$ cat config.mk
export PLATFORM = sky130hd
export DESIGN_NAME = i2c_trigger_match
export DESIGN_NICKNAME = d
export VERILOG_FILES = /design/src/rtl/i2c_trigger_match.sv
export SDC_FILE = /design/constraint.sdc
export NUM_CORES = 1
export LEC_CHECK = 0
export BUFFER_PORTS_ARGS = -buffer_cell sky130_fd_sc_hd__buf_2
export CAP_MARGIN = 20
export CORE_ASPECT_RATIO = 0.8
export CORE_UTILIZATION = 60
export DETAILED_ROUTE_END_ITERATION = 12
export PLACE_DENSITY = 0.87
export SLEW_MARGIN = 40
export SYNTH_ARGS = -nofsm -noshare
export SYNTH_HDL_FRONTEND = slang
export SYNTH_SLANG_ARGS = --single-unit
$ cat constraint.sdc
create_clock -name sysclk -period 4.98 [get_ports sysclk]
set_input_delay 0 -clock sysclk [delete_from_list [all_inputs] [get_ports sysclk]]
set_output_delay 0 -clock sysclk [all_outputs]
set_load 0.1 [all_outputs]
$ cat src/rtl/i2c_trigger_match.sv
// ============================================================================
// Module      : i2c_trigger_match
// Description : Matches the leading bytes of an I2C transaction against an
//               armed pattern, then emits one delayed trigger pulse.
// Revision    : 1.0 - initial release
// ============================================================================
`default_nettype none

module i2c_trigger_match #(
    parameter int I2C_WIDTH   = 9,
    parameter int MATCH_LEN   = 4,
    parameter int DELAY_WIDTH = 16,
    parameter int PULSE_WIDTH = 8
) (
    input  logic                   sysclk,
    input  logic                   rst,
    input  logic [I2C_WIDTH-1:0]   byte_in,
    input  logic                   byte_ready,
    input  logic                   sop,
    input  logic                   eot,
    input  logic                   arm,
    input  logic                   disarm,
    input  logic [8*MATCH_LEN-1:0] pattern,
    input  logic [2:0]             pattern_len,
    input  logic                   require_ack,
    input  logic [DELAY_WIDTH-1:0] delay,
    input  logic [PULSE_WIDTH-1:0] pulse_len,
    output logic                   armed,
    output logic                   trigger,
    output logic                   done,
    output logic [2:0]             byte_index,
    output logic [7:0]             fire_count
);

    localparam int       C_CW      = (DELAY_WIDTH > PULSE_WIDTH) ? DELAY_WIDTH : PULSE_WIDTH;
    localparam logic [2:0] C_MAX_LEN = 3'(MATCH_LEN);

    localparam logic [2:0] S_IDLE     = 3'd0;
    localparam logic [2:0] S_WAIT_SOP = 3'd1;
    localparam logic [2:0] S_COMPARE  = 3'd2;
    localparam logic [2:0] S_DELAY    = 3'd3;
    localparam logic [2:0] S_FIRE     = 3'd4;
    localparam logic [2:0] S_DONE     = 3'd5;

    logic [2:0]             state_q, state_d;
    logic [2:0]             idx_q, idx_d;
    logic [C_CW-1:0]        cnt_q, cnt_d;
    logic [8*MATCH_LEN-1:0] pat_q;
    logic [2:0]             len_q;
    logic                   ack_q;
    logic [DELAY_WIDTH-1:0] delay_q;
    logic [PULSE_WIDTH-1:0] pulse_q;
    logic                   armed_q, trigger_q, done_q;
    logic [7:0]             fire_count_q;

    logic                   w_arm_ok;
    logic [2:0]             w_len;
    logic [7:0]             w_pat_byte;
    logic                   w_match;
    logic                   w_last;
    logic [PULSE_WIDTH-1:0] w_pulse_m1;

    assign w_arm_ok   = arm && !disarm && ((state_q == S_IDLE) || (state_q == S_DONE));
    assign w_len      = (pattern_len == 3'd0)       ? 3'd1      :
                        (pattern_len > C_MAX_LEN)   ? C_MAX_LEN : pattern_len;
    assign w_pat_byte = pat_q[{idx_q, 3'b000} +: 8];
    assign w_match    = (byte_in[I2C_WIDTH-1:1] == w_pat_byte) && (!ack_q || !byte_in[0]);
    assign w_last     = (idx_q == (len_q - 3'd1));
    // Pulse length 0 still produces a one-cycle pulse.
    assign w_pulse_m1 = (pulse_q == '0) ? '0 : (pulse_q - PULSE_WIDTH'(1));

    always_comb begin
        state_d = state_q;
        idx_d   = idx_q;
        cnt_d   = cnt_q;
        if (disarm) begin
            state_d = S_IDLE;
            idx_d   = 3'd0;
            cnt_d   = '0;
        end else begin
            case (state_q)
                S_IDLE: begin
                    if (arm) state_d = S_WAIT_SOP;
                end
                S_WAIT_SOP: begin
                    if (sop) begin
                        state_d = S_COMPARE;
                        idx_d   = 3'd0;
                    end
                end
                S_COMPARE: begin
                    // A repeated start restarts the comparison at byte 0.
                    if (sop) begin
                        idx_d = 3'd0;
                    end else if (eot) begin
                        state_d = S_WAIT_SOP;
                        idx_d   = 3'd0;
                    end else if (byte_ready) begin
                        if (w_match && w_last) begin
                            state_d = S_DELAY;
                            cnt_d   = C_CW'(delay_q);
                        end else if (w_match) begin
                            idx_d = idx_q + 3'd1;
                        end else begin
                            state_d = S_WAIT_SOP;
                            idx_d   = 3'd0;
                        end
                    end
                end
                S_DELAY: begin
                    if (cnt_q == '0) begin
                        state_d = S_FIRE;
                        cnt_d   = C_CW'(w_pulse_m1);
                    end else begin
                        cnt_d = cnt_q - C_CW'(1);
                    end
                end
                S_FIRE: begin
                    if (cnt_q == '0) state_d = S_DONE;
                    else             cnt_d   = cnt_q - C_CW'(1);
                end
                S_DONE: begin
                    if (arm) state_d = S_WAIT_SOP;
                end
                default: begin
                    state_d = S_IDLE;
                    idx_d   = 3'd0;
                end
            endcase
        end
    end

    always_ff @(posedge sysclk) begin
        if (rst) begin
            state_q      <= S_IDLE;
            idx_q        <= 3'd0;
            cnt_q        <= '0;
            pat_q        <= '0;
            len_q        <= 3'd1;
            ack_q        <= 1'b0;
            delay_q      <= '0;
            pulse_q      <= '0;
            armed_q      <= 1'b0;
            trigger_q    <= 1'b0;
            done_q       <= 1'b0;
            fire_count_q <= 8'd0;
        end else begin
            state_q <= state_d;
            idx_q   <= idx_d;
            cnt_q   <= cnt_d;
            if (w_arm_ok) begin
                pat_q   <= pattern;
                len_q   <= w_len;
                ack_q   <= require_ack;
                delay_q <= delay;
                pulse_q <= pulse_len;
            end
            armed_q   <= (state_d == S_WAIT_SOP) || (state_d == S_COMPARE) || (state_d == S_DELAY);
            // Trigger follows FIRE by one edge so it starts two edges after the last byte.
            trigger_q <= (state_q == S_FIRE) && !disarm;
            done_q    <= (state_q == S_DONE) && !disarm && !w_arm_ok;
            if (!disarm && (state_q == S_FIRE) && (cnt_q == '0) && (fire_count_q != 8'hFF))
                fire_count_q <= fire_count_q + 8'd1;
        end
    end

    assign armed      = armed_q;
    assign trigger    = trigger_q;
    assign done       = done_q;
    assign byte_index = idx_q;
    assign fire_count = fire_count_q;

endmodule

`default_nettype wire

==> impl_metrics.json, run 1 <==
{
  "worstReg2RegEnd": "cnt_q[12]",
  "ios": 90,
  "gp_congestion": 0.901,
  "die_x_um": 102,
  "core_um2": 7570,
  "cp-end-kind": "flop",
  "setup_viol": 0,
  "powerDensity_nw_per_um2": 256,
  "cts_tree": "yes",
  "portBuffers": 89,
  "grt_usage_pct": 37.6,
  "hold_depth": 4,
  "cts_root_buf": "clkbuf_8",
  "vias_per_cell": 6.17,
  "slew_violations": 0,
  "cp_max_fo": 12,
  "initial_core_util_pct": 63.2,
  "post-route-period-util_pct": 67.9,
  "tightestPinTransition_ns": 0.764,
  "hp-class": "input port to flop",
  "syn-num-nets": 705,
  "postSynth.asyncResetShare_pct": 0,
  "grt_max_degree": 72,
  "ctsResizeCount": 0,
  "synth.ff_latch_count": 93,
  "die-area_um2": 8330,
  "yosysSeqAreaShare_pct": 38.9,
  "cts_max_path_buffers": 2,
  "peakVddDrop_uv": 222,
  "synth_edf_count": 0,
  "ys_warn_count": 0,
  "netlist_area_um2": 4780,
  "routed_wl_um": 14800,
  "grt_pass1_vias": 4905,
  "synth.distinct_cells": 59,
  "layout.nets": 832,
  "drive_above_1_share_pct": 17.4,
  "cts_made_buffers": 9,
  "synth_top_area_cell": "dfxtp_1",
  "num_vias": 5306,
  "worst_slew_margin_rel_pct": 48.6,
  "clkTransAtPathRegs_ns": 0.10,
  "wl_per_cell_um": 17.2,
  "synth_ff_type": "dfxtp_1",
  "rsz0062_at_grt": "false",
  "ys_top_cells_by_area": "dfxtp_1 (39%), nand2_1 (12%), a21oi_1 (8.6%)",
  "finalNonFillerCells": 860,
  "worst_setup_path_start_kind": "flop",
  "power_w": 0.00156,
  "crit_type": "flop to flop",
  "drtIter0Drc": 614,
  "antenna_found_initial": 0,
  "arrival_ns": 3.64,
  "reg2reg_from": "byte_index[0]",
  "syn-instance-count": 623,
  "min_period_ns": 3.38,
  "fp.dieH_um": 81.8,
  "dp.cells": 782,
  "area_growth_pct": 27.5,
  "drc": 0,
  "fin_worst_skew_ns": 0.00704,
  "hold_ws_ns": 0.0405,
  "placementRows": 28,
  "n_antenna_cell": 0,
  "placed_area_um2": 5260,
  "r2r_cells": 7,
  "rrSetupSlack_ns": 1.60,
  "clock_latency_ns": 0.38,
  "max_cap_violations": 0,
  "drtAntennaViolNets": 0,
  "cts.sinks": 93,
  "static-leakage-power_nw": 2.33,
  "dp_hpwl_um": 8620,
  "max_freq_ghz": 0.296,
  "grt_pass1_wl_um": 23700,
  "hp-start": "byte_ready",
  "hold_violations": 0,
  "syn_avg_cell_area_um2": 7.67,
  "fin_setup_tns_ns": 0,
  "design_area_um2": 6100,
  "htree_levels": 3,
  "hold_end": "state_q[1]",
  "firstDrtPassIters": 6,
  "outcome": "finished clean",
  "grt-ovfl-total": 0,
  "critical_path_required_ns": 5.24,
  "yosysTopAreaCellShare_pct": 38.9
}
power by group:
group          switching [W]  internal (W)
combinational       0.000115      0.000103
sequential         0.0000211      0.000768
clock               0.000311      0.000246
worst max-delay path, cell delays in order, from the launching register on:
cell	delay, ns
dfxtp_1	0.83
mux4_2	0.63
nor4b_1	0.33
nand2_1	0.10
a32oi_1	0.36
nand4_1	0.51
a22oi_1	0.40
o22ai_1	0.10
cells in the mapped netlist (3+ instances only):
| library cell | count |
|---|---|
| nand2_1 | 155 |
| dfxtp_1 | 93 |
| a21oi_1 | 82 |
| nor2_1 | 45 |
| clkbuf_1 | 35 |
| nor3_1 | 21 |
| o21ai_0 | 19 |
| inv_1 | 15 |
| xnor2_1 | 15 |
| nand3_1 | 9 |
| mux4_2 | 8 |
| a211oi_1 | 7 |
| nand4_1 | 7 |
| a32oi_1 | 6 |
| and3_1 | 6 |
| ha_1 | 6 |
| o32ai_1 | 6 |
| nor2b_1 | 5 |
| nor4_1 | 5 |
| o22ai_1 | 5 |
| or3_1 | 5 |
| xor2_1 | 5 |
| a22oi_1 | 4 |
| o31ai_1 | 4 |
| a31oi_1 | 3 |
| nand2b_1 | 3 |
| nand3b_1 | 3 |
| nand4b_1 | 3 |
cells by family (layout without fill, tap and decap cells):
group           Yosys count  in the layout  synth area share [%]
xor+xnor                 21             21                  4.16
fa+ha+maj                 6              6                  1.57
flops                    93             93                  38.9
simple gates            281            281                  26.6
compound gates          158            158                  20.2
mux                      10             10                  4.21
buf+inv                  54            186                  4.29
layout make-up:
class	count	area, um2
Sequential cell	93	1860
Tap cell	105	131
Timing Repair Buffer	155	1100
Inverter	15	56.3
Clock inverter	7	93.8
Clock buffer	9	124
Fill cell	470	1470
Multi-Input combinational cell	476	2730
registers in the layout, indices dropped and copies added (netlist names):
signal,count
state_q,3
trigger,1
pat_q,32
armed,1
byte_index,3
fire_count,8
done,1
len_q,3
pulse_q,8
ack_q,1
delay_q,16
cnt_q,16
worst max path at each step:
stage,end,start,cells after the start
after floorplan,cnt_q[3],byte_index[0],9
after global placement,cnt_q[12],cnt_q[9],6
after detailed placement,cnt_q[12],cnt_q[9],6
after CTS,cnt_q[10],cnt_q[9],6
after global routing,cnt_q[12],byte_index[0],7
final,cnt_q[12],byte_index[0],7
layer usage:
| metal | global-route usage, % | vias to the layer above | wire, um |
|---|---|---|---|
| met4 | 17.4 | 0 | 476 |
| li1 | - | 2456 | - |
| met3 | 8.85 | 46 | 1470 |
| met5 | 0 | - | 0 |
| met2 | 61.4 | 318 | 7060 |
| met1 | 47.4 | 2486 | 5790 |
what timing repair did:
action / in CTS / in global routing
setup endpoints to repair: 0 / 0
endpoints found under the hold margin: 62 / 0
setup buffers: 0 / 0
hold buffers: 62 / 0
metrics by stage:
| stage | util (%) | worst slack (ns) |
|---|---|---|
| final | 80.6 | 1.60 |
| after global routing | 80.6 | 1.41 |
| after CTS | 80.5 | 1.70 |
| after detailed placement | 69.4 | 1.72 |
| after global placement | 69.3 | 1.81 |
| after floorplan | - | 1.65 |
layout by cell type (no fill, tap or decap), drive strengths merged, types with 3 or more instances in the layout:
cell type / instances
nand3: 9
or3: 7
nor2b: 5
buf: 93
nand4: 7
o22ai: 5
dfxtp: 93
mux4: 8
ha: 6
nand2: 155
o32ai: 6
dlygate4sd3: 62
inv: 18
and3: 6
a211oi: 7
xnor2: 15
nor4: 6
a31oi: 3
o21ai: 20
nor2: 45
nand4b: 3
nand3b: 3
or4: 3
a22oi: 4
clkbuf: 9
nand2b: 3
a21oi: 82
nor3: 21
o31ai: 4
xor2: 5
a32oi: 6
No activity file was read; power rests on OpenSTA's default activity.
==> inputs of run 2 (changes only) <==
--- a/config.mk
+++ b/config.mk
@@ -8,9 +8,9 @@
 export BUFFER_PORTS_ARGS = -buffer_cell sky130_fd_sc_hd__buf_2
 export CAP_MARGIN = 20
 export CORE_ASPECT_RATIO = 0.8
-export CORE_UTILIZATION = 60
+export CORE_UTILIZATION = 56
 export DETAILED_ROUTE_END_ITERATION = 12
-export PLACE_DENSITY = 0.87
+export PLACE_DENSITY = 0.82
 export SLEW_MARGIN = 40
 export SYNTH_ARGS = -nofsm -noshare
 export SYNTH_HDL_FRONTEND = slang
==> constraint.sdc (replaced) <==
create_clock -name sysclk -period 3.15 [get_ports sysclk]
set_input_delay 0 -clock sysclk [delete_from_list [all_inputs] [get_ports sysclk]]
set_output_delay 0 -clock sysclk [all_outputs]
set_load 0.1 [all_outputs]
==> run 2 against run 1 <==
Combinational power is 62% higher. Fmax is 18% higher. Critical path depth is 1 higher. Largest power group unchanged.
==> impl_metrics.json, run 2 (synthesized netlist as in run 1, its figures left out) <==
{
  "outcome": "finished clean",
  "cpMaxStageDelayCell": "or4_4",
  "drtAntennaViolNets": 0,
  "p_int_w": 0.00169,
  "max_cap_violations": 0,
  "arrival_ns": 3.16,
  "hold_depth": 4,
  "use_met3_pct": 7.69,
  "grt_usage_pct": 33.2,
  "initial_core_util_pct": 59.1,
  "max_freq_ghz": 0.350,
  "die_x_um": 105,
  "worst_slew_margin_rel_pct": 51.0,
  "switchingPower_w": 0.000689,
  "drive_above_1_share_pct": 18.9,
  "largestRegisters": "pat_q (32), cnt_q (16), delay_q (16)",
  "cp_max_fo": 8,
  "grt_pass1_wl_um": 23100,
  "portBuffers": 89,
  "tightestPinTransition_ns": 0.735,
  "min_period_ns": 2.86,
  "max_stage_delay_ns": 0.59,
  "final_util_pct": 76.5,
  "hold_violations": 0,
  "n_antenna_cell": 0,
  "routed_wl_um": 14000,
  "netSwitchingFraction_pct": 29.0,
  "cts_max_path_buffers": 2,
  "r2r_cells": 8,
  "cp-end-kind": "flop",
  "cts_setup_buffers": 0,
  "firstDrtPassIters": 6,
  "critical_path_required_ns": 3.45,
  "core_um2": 8090,
  "hp-class": "input port to flop",
  "rsz0062_at_grt": "false",
  "htree_levels": 3,
  "final_cell_mix": "nand2_1 (155), dfxtp_1 (91), buf_2 (89), a21oi_1 (82), dlygate4sd3_1 (62)",
  "vias_per_cell": 6.00,
  "hold_ws_ns": 0.0373,
  "dp.cells": 798,
  "cts_made_buffers": 9,
  "die-area_um2": 8910,
  "p_comb_share_pct": 14.8,
  "fin_worst_skew_ns": 0.0113,
  "antenna_found_initial": 0,
  "crit_buf_inv": 1,
  "path_delay_family": "simple AND/OR/NAND/NOR gates",
  "fp.dieH_um": 84.6,
  "path_cells": "or4_4, or3_4, nor3_1, buf_4, nand3_1, o21ai_0, a31oi_1, o32ai_1",
  "setup_viol": 0,
  "peakVddDrop_uv": 356,
  "clock_latency_ns": 0.39,
  "drtIter0Drc": 480,
  "grt_max_degree": 71,
  "busiest_layer": "met2",
  "final_common_cell": "nand2_1",
  "drc": 0,
  "largest_reg_flops": 32,
  "gp_congestion": 0.913,
  "cts.sinks": 93,
  "finalNonFillerCells": 876,
  "worst_setup_path_start_kind": "flop",
  "crit_type": "flop to flop",
  "seqPwrFrac_pct": 52.1,
  "ios": 90,
  "cts_root_buf": "clkbuf_8",
  "wl_per_cell_um": 16.0,
  "static-leakage-power_nw": 2.39,
  "powerDensity_nw_per_um2": 385,
  "post-route-period-util_pct": 90.7,
  "clkTransAtPathRegs_ns": 0.10,
  "dp_hpwl_um": 8920,
  "clockPowerShare_pct": 33.1,
  "global_route.usage.met1_pct": 43.3,
  "cts_tree": "yes",
  "cp.depth": 8,
  "fin_setup_tns_ns": 0,
  "layout.nets": 845,
  "gr-usage-met2_pct": 53.3,
  "grt_pass1_vias": 4821,
  "regMostFlops": "pat_q",
  "placementRows": 29,
  "area_growth_pct": 29.4,
  "grt-ovfl-total": 0,
  "num_vias": 5259,
  "slew_violations": 0
}
[run 2: cell types whose count changed in the layout (fill, tap and decap cells not counted)]
| cell | previous run | this run |
|---|---|---|
| and3_2 | 0 | 1 |
| dfxtp_2 | 0 | 2 |
| bufinv_16 | 1 | 0 |
| a21oi_2 | 1 | 0 |
| dfxtp_1 | 93 | 91 |
| buf_12 | 0 | 2 |
| inv_6 | 1 | 2 |
| clkinv_8 | 1 | 0 |
| and3_4 | 1 | 0 |
| a21oi_1 | 81 | 82 |
| buf_4 | 4 | 15 |
| clkinvlp_4 | 1 | 2 |
[run 2: layout make-up]
| type | count | area [um2] |
|---|---|---|
| inverters | 15 | 56.3 |
| flip-flops and latches | 93 | 1860 |
| well taps | 108 | 135 |
| clock inverters | 7 | 63.8 |
| multi-input cells | 476 | 2730 |
| fillers | 562 | 1900 |
| clock buffers | 9 | 124 |
| repair buffers | 168 | 1220 |
[run 2: power groups by stage]
stage	logic (W)	registers (W)	clock network, W
after floorplan	0.000173	0.00126	0
after global placement	0.000272	0.00126	0
after detailed placement	0.000281	0.00127	0
after CTS	0.000339	0.00124	0.000794
after global routing	0.000385	0.00124	0.000839
final	0.000353	0.00124	0.000787
[run 2: through the flow]
| stage | instance area, um2 | worst slack, ns | power, W |
|---|---|---|---|
| 3_3_place_gp | 5370 | 0.273 | 0.00154 |
| 5_1_grt | 6190 | 0.0670 | 0.00247 |
| 4_1_cts | 6180 | 0.150 | 0.00237 |
| 6_report | 6190 | 0.292 | 0.00238 |
| 3_5_place_dp | 5380 | 0.158 | 0.00155 |
| 2_1_floorplan | 4780 | 0.126 | 0.00143 |
[run 2: timing repair]
action                                 CTS  global route
hold buffers                            62             0
resized for setup                        0             0
endpoints found under the hold margin   62             0
[run 2: worst reg2reg max path, cell delays in order, from the launching register on]
cell and delay, ns:
dfxtp_1 0.38, or4_4 0.59, or3_4 0.38, nor3_1 0.35
buf_4 0.21, nand3_1 0.24, o21ai_0 0.32, a31oi_1 0.07
o32ai_1 0.24
[run 2: final timing paths]
check,start,end,slack [ns]
min,pattern_len[0],len_q[0],0.04
max,cnt_q[9],cnt_q[3],0.29
min reg2reg,pat_q[25],pat_q[25],0.46
max reg2reg,cnt_q[9],cnt_q[3],0.29
[run 2: metal layers]
layer  part of all wire, %  wire length [um]
met5                     0                 0
met4                   2.9               413
met3                   9.4              1320
met2                    46              6460
met1                    42              5820
==> inputs of run 3 (changes only) <==
--- a/config.mk
+++ b/config.mk
@@ -10,7 +10,7 @@
 export CORE_ASPECT_RATIO = 0.8
 export CORE_UTILIZATION = 56
 export DETAILED_ROUTE_END_ITERATION = 12
-export PLACE_DENSITY = 0.82
+export PLACE_DENSITY = 0.78
 export SLEW_MARGIN = 40
 export SYNTH_ARGS = -nofsm -noshare
 export SYNTH_HDL_FRONTEND = slang
==> run 3 against run 2 <==
Global-route usage is essentially flat. Register-to-register slack worse by 0.04 ns. Via count shrank 0.51%. Fmax fell by 1.3%. Sequential cell count is the same. Routed wire length grew 3.5%. Clock skew up 0.0046 ns. Power decreased by 0.40%. Worst setup slack got worse by 0.038 ns. Worst hold slack improved by 0.042 ns. Cell count is the same. Sequential share of layout area grew 0.073 points. Critical path type unchanged.
==> impl_metrics.json, run 3 (synthesized netlist as in run 1, its figures left out) <==
{
  "worst_setup_path_start_kind": "flop",
  "cts_root_buf": "clkbuf_8",
  "num_vias": 5232,
  "largestRegisters": "pat_q (32), cnt_q (16), delay_q (16)",
  "rsz0062_at_grt": "false",
  "static-leakage-power_nw": 2.38,
  "peakVddDrop_uv": 279,
  "layout.nets": 844,
  "clkTransAtPathRegs_ns": 0.09,
  "placed_area_um2": 5350,
  "switchingPower_w": 0.000666,
  "outcome": "finished clean",
  "post-route-period-util_pct": 91.9,
  "max_freq_ghz": 0.345,
  "tightestPinTransition_ns": 0.717,
  "p_comb_share_pct": 14.8,
  "setup_viol": 0,
  "fin_worst_skew_ns": 0.0159,
  "crit_type": "flop to flop",
  "largest_reg_flops": 32,
  "dp_hpwl_um": 9150,
  "grt_pass1_vias": 4828,
  "cts_max_path_buffers": 2,
  "vias_per_cell": 5.97,
  "worstReg2RegEnd": "cnt_q[3]",
  "finalNonFillerCells": 876,
  "arrival_ns": 3.17,
  "antenna_found_initial": 1,
  "slew_violations": 0,
  "final_common_cell": "nand2_1",
  "max_cap_violations": 0,
  "powerDensity_nw_per_um2": 384,
  "dp.cells": 796,
  "design_area_um2": 6170,
  "final_cell_mix": "nand2_1 (155), dfxtp_1 (91), buf_2 (89), a21oi_1 (82), dlygate4sd3_1 (63)",
  "clock_latency_ns": 0.37,
  "cts_setup_buffers": 0,
  "wl_per_cell_um": 16.5,
  "grt-ovfl-total": 0,
  "drc": 0,
  "rrSetupSlack_ns": 0.25,
  "grt_usage_pct": 33.1,
  "fin_setup_tns_ns": 0,
  "cts_tree": "yes",
  "dp_slack_ns": 0.324,
  "final_util_pct": 76.3,
  "die-area_um2": 8910,
  "regMostFlops": "pat_q",
  "htree_levels": 3,
  "reg2reg_from": "cnt_q[9]",
  "layout_setup_ws_ns": 0.254,
  "grt_max_degree": 68,
  "drive_above_1_share_pct": 18.5,
  "crit_start": "cnt_q[9]",
  "endpoint": "cnt_q[3]",
  "netSwitchingFraction_pct": 28.1,
  "area_growth_pct": 29.1,
  "clockPowerShare_pct": 32.9,
  "routed_wl_um": 14500,
  "hp-start": "byte_ready",
  "min_period_ns": 2.90,
  "hp-class": "input port to flop",
  "core_um2": 8090,
  "drtAntennaViolNets": 0,
  "critical_path_required_ns": 3.43,
  "placementRows": 29,
  "fp.dieH_um": 84.6,
  "hold_violations": 0,
  "gp_congestion": 0.927,
  "cp_max_fo": 8,
  "ios": 90,
  "grt_pass1_wl_um": 23200,
  "die_x_um": 105,
  "initial_core_util_pct": 59.1,
  "cts_made_buffers": 9,
  "drtIter0Drc": 514,
  "portBuffers": 89,
  "firstDrtPassIters": 6,
  "worst_slew_margin_rel_pct": 52.2,
  "cts.sinks": 93,
  "r2r_cells": 8,
  "cp-end-kind": "flop",
  "seqPwrFrac_pct": 52.3,
  "p_int_w": 0.00170
}
## run 3: area by class of cell
| type | instances | area [um2] |
|---|---|---|
| antenna | 1 | 2.50 |
| clock buffer | 10 | 138 |
| timing repair buffer | 167 | 1200 |
| fill | 598 | 1920 |
| clock inverter | 6 | 52.6 |
| multi-input combinational | 476 | 2720 |
| tap | 108 | 135 |
| sequential | 93 | 1860 |
| inverter | 15 | 56.3 |
## run 3: timing repair
| action | CTS | global route |
|---|---|---|
| setup endpoints to repair | 0 | 0 |
| hold buffers | 63 | 0 |
| resized for setup | 0 | 0 |
| endpoints found under the hold margin | 63 | 0 |
## run 3: power by group through the flow
stage	Clock [W]	Combinational [W]	Sequential, W
final	0.000779	0.000351	0.00124
after global routing	0.000831	0.000383	0.00124
after CTS	0.000795	0.000338	0.00124
after detailed placement	0	0.000278	0.00127
after global placement	0	0.000270	0.00126
after floorplan	0	0.000173	0.00126
## run 3: how the worst min path moves through the flow
stage | to | slack, ns | cells past startpoint
after CTS | state_q[1] | 0.04 | 4
final | state_q[1] | 0.08 | 4
after detailed placement | pat_q[29] | 0.24 | 3
after floorplan | done | 0.08 | 1
after global routing | state_q[1] | 0.09 | 4
after global placement | done | 0.24 | 2
## run 3: stage by stage
step | power (W) | hold slack (ns)
global route | 0.00246 | 0.0889
detailed placement | 0.00154 | 0.244
global placement | 0.00153 | 0.239
floorplan | 0.00143 | 0.0787
CTS | 0.00237 | 0.0447
finish | 0.00237 | 0.0793
## run 3: metal layers
layer / vias to the layer above / global-route usage [%] / wire length [um]
met5: - / 0 / 0
met4: 0 / 14.5 / 437
met3: 47 / 6.13 / 1100
met2: 269 / 55.5 / 6840
met1: 2429 / 41.9 / 6110
li1: 2487 / - / -
## run 3: worst max-delay path, stage by stage, from the launching register on
cell and delay, ns:
dfxtp_1 0.38, or4_4 0.58, or3_4 0.38, nor3_1 0.37, buf_4 0.23, nand3_1 0.23
o21ai_0 0.32, a31oi_1 0.08, o32ai_1 0.24
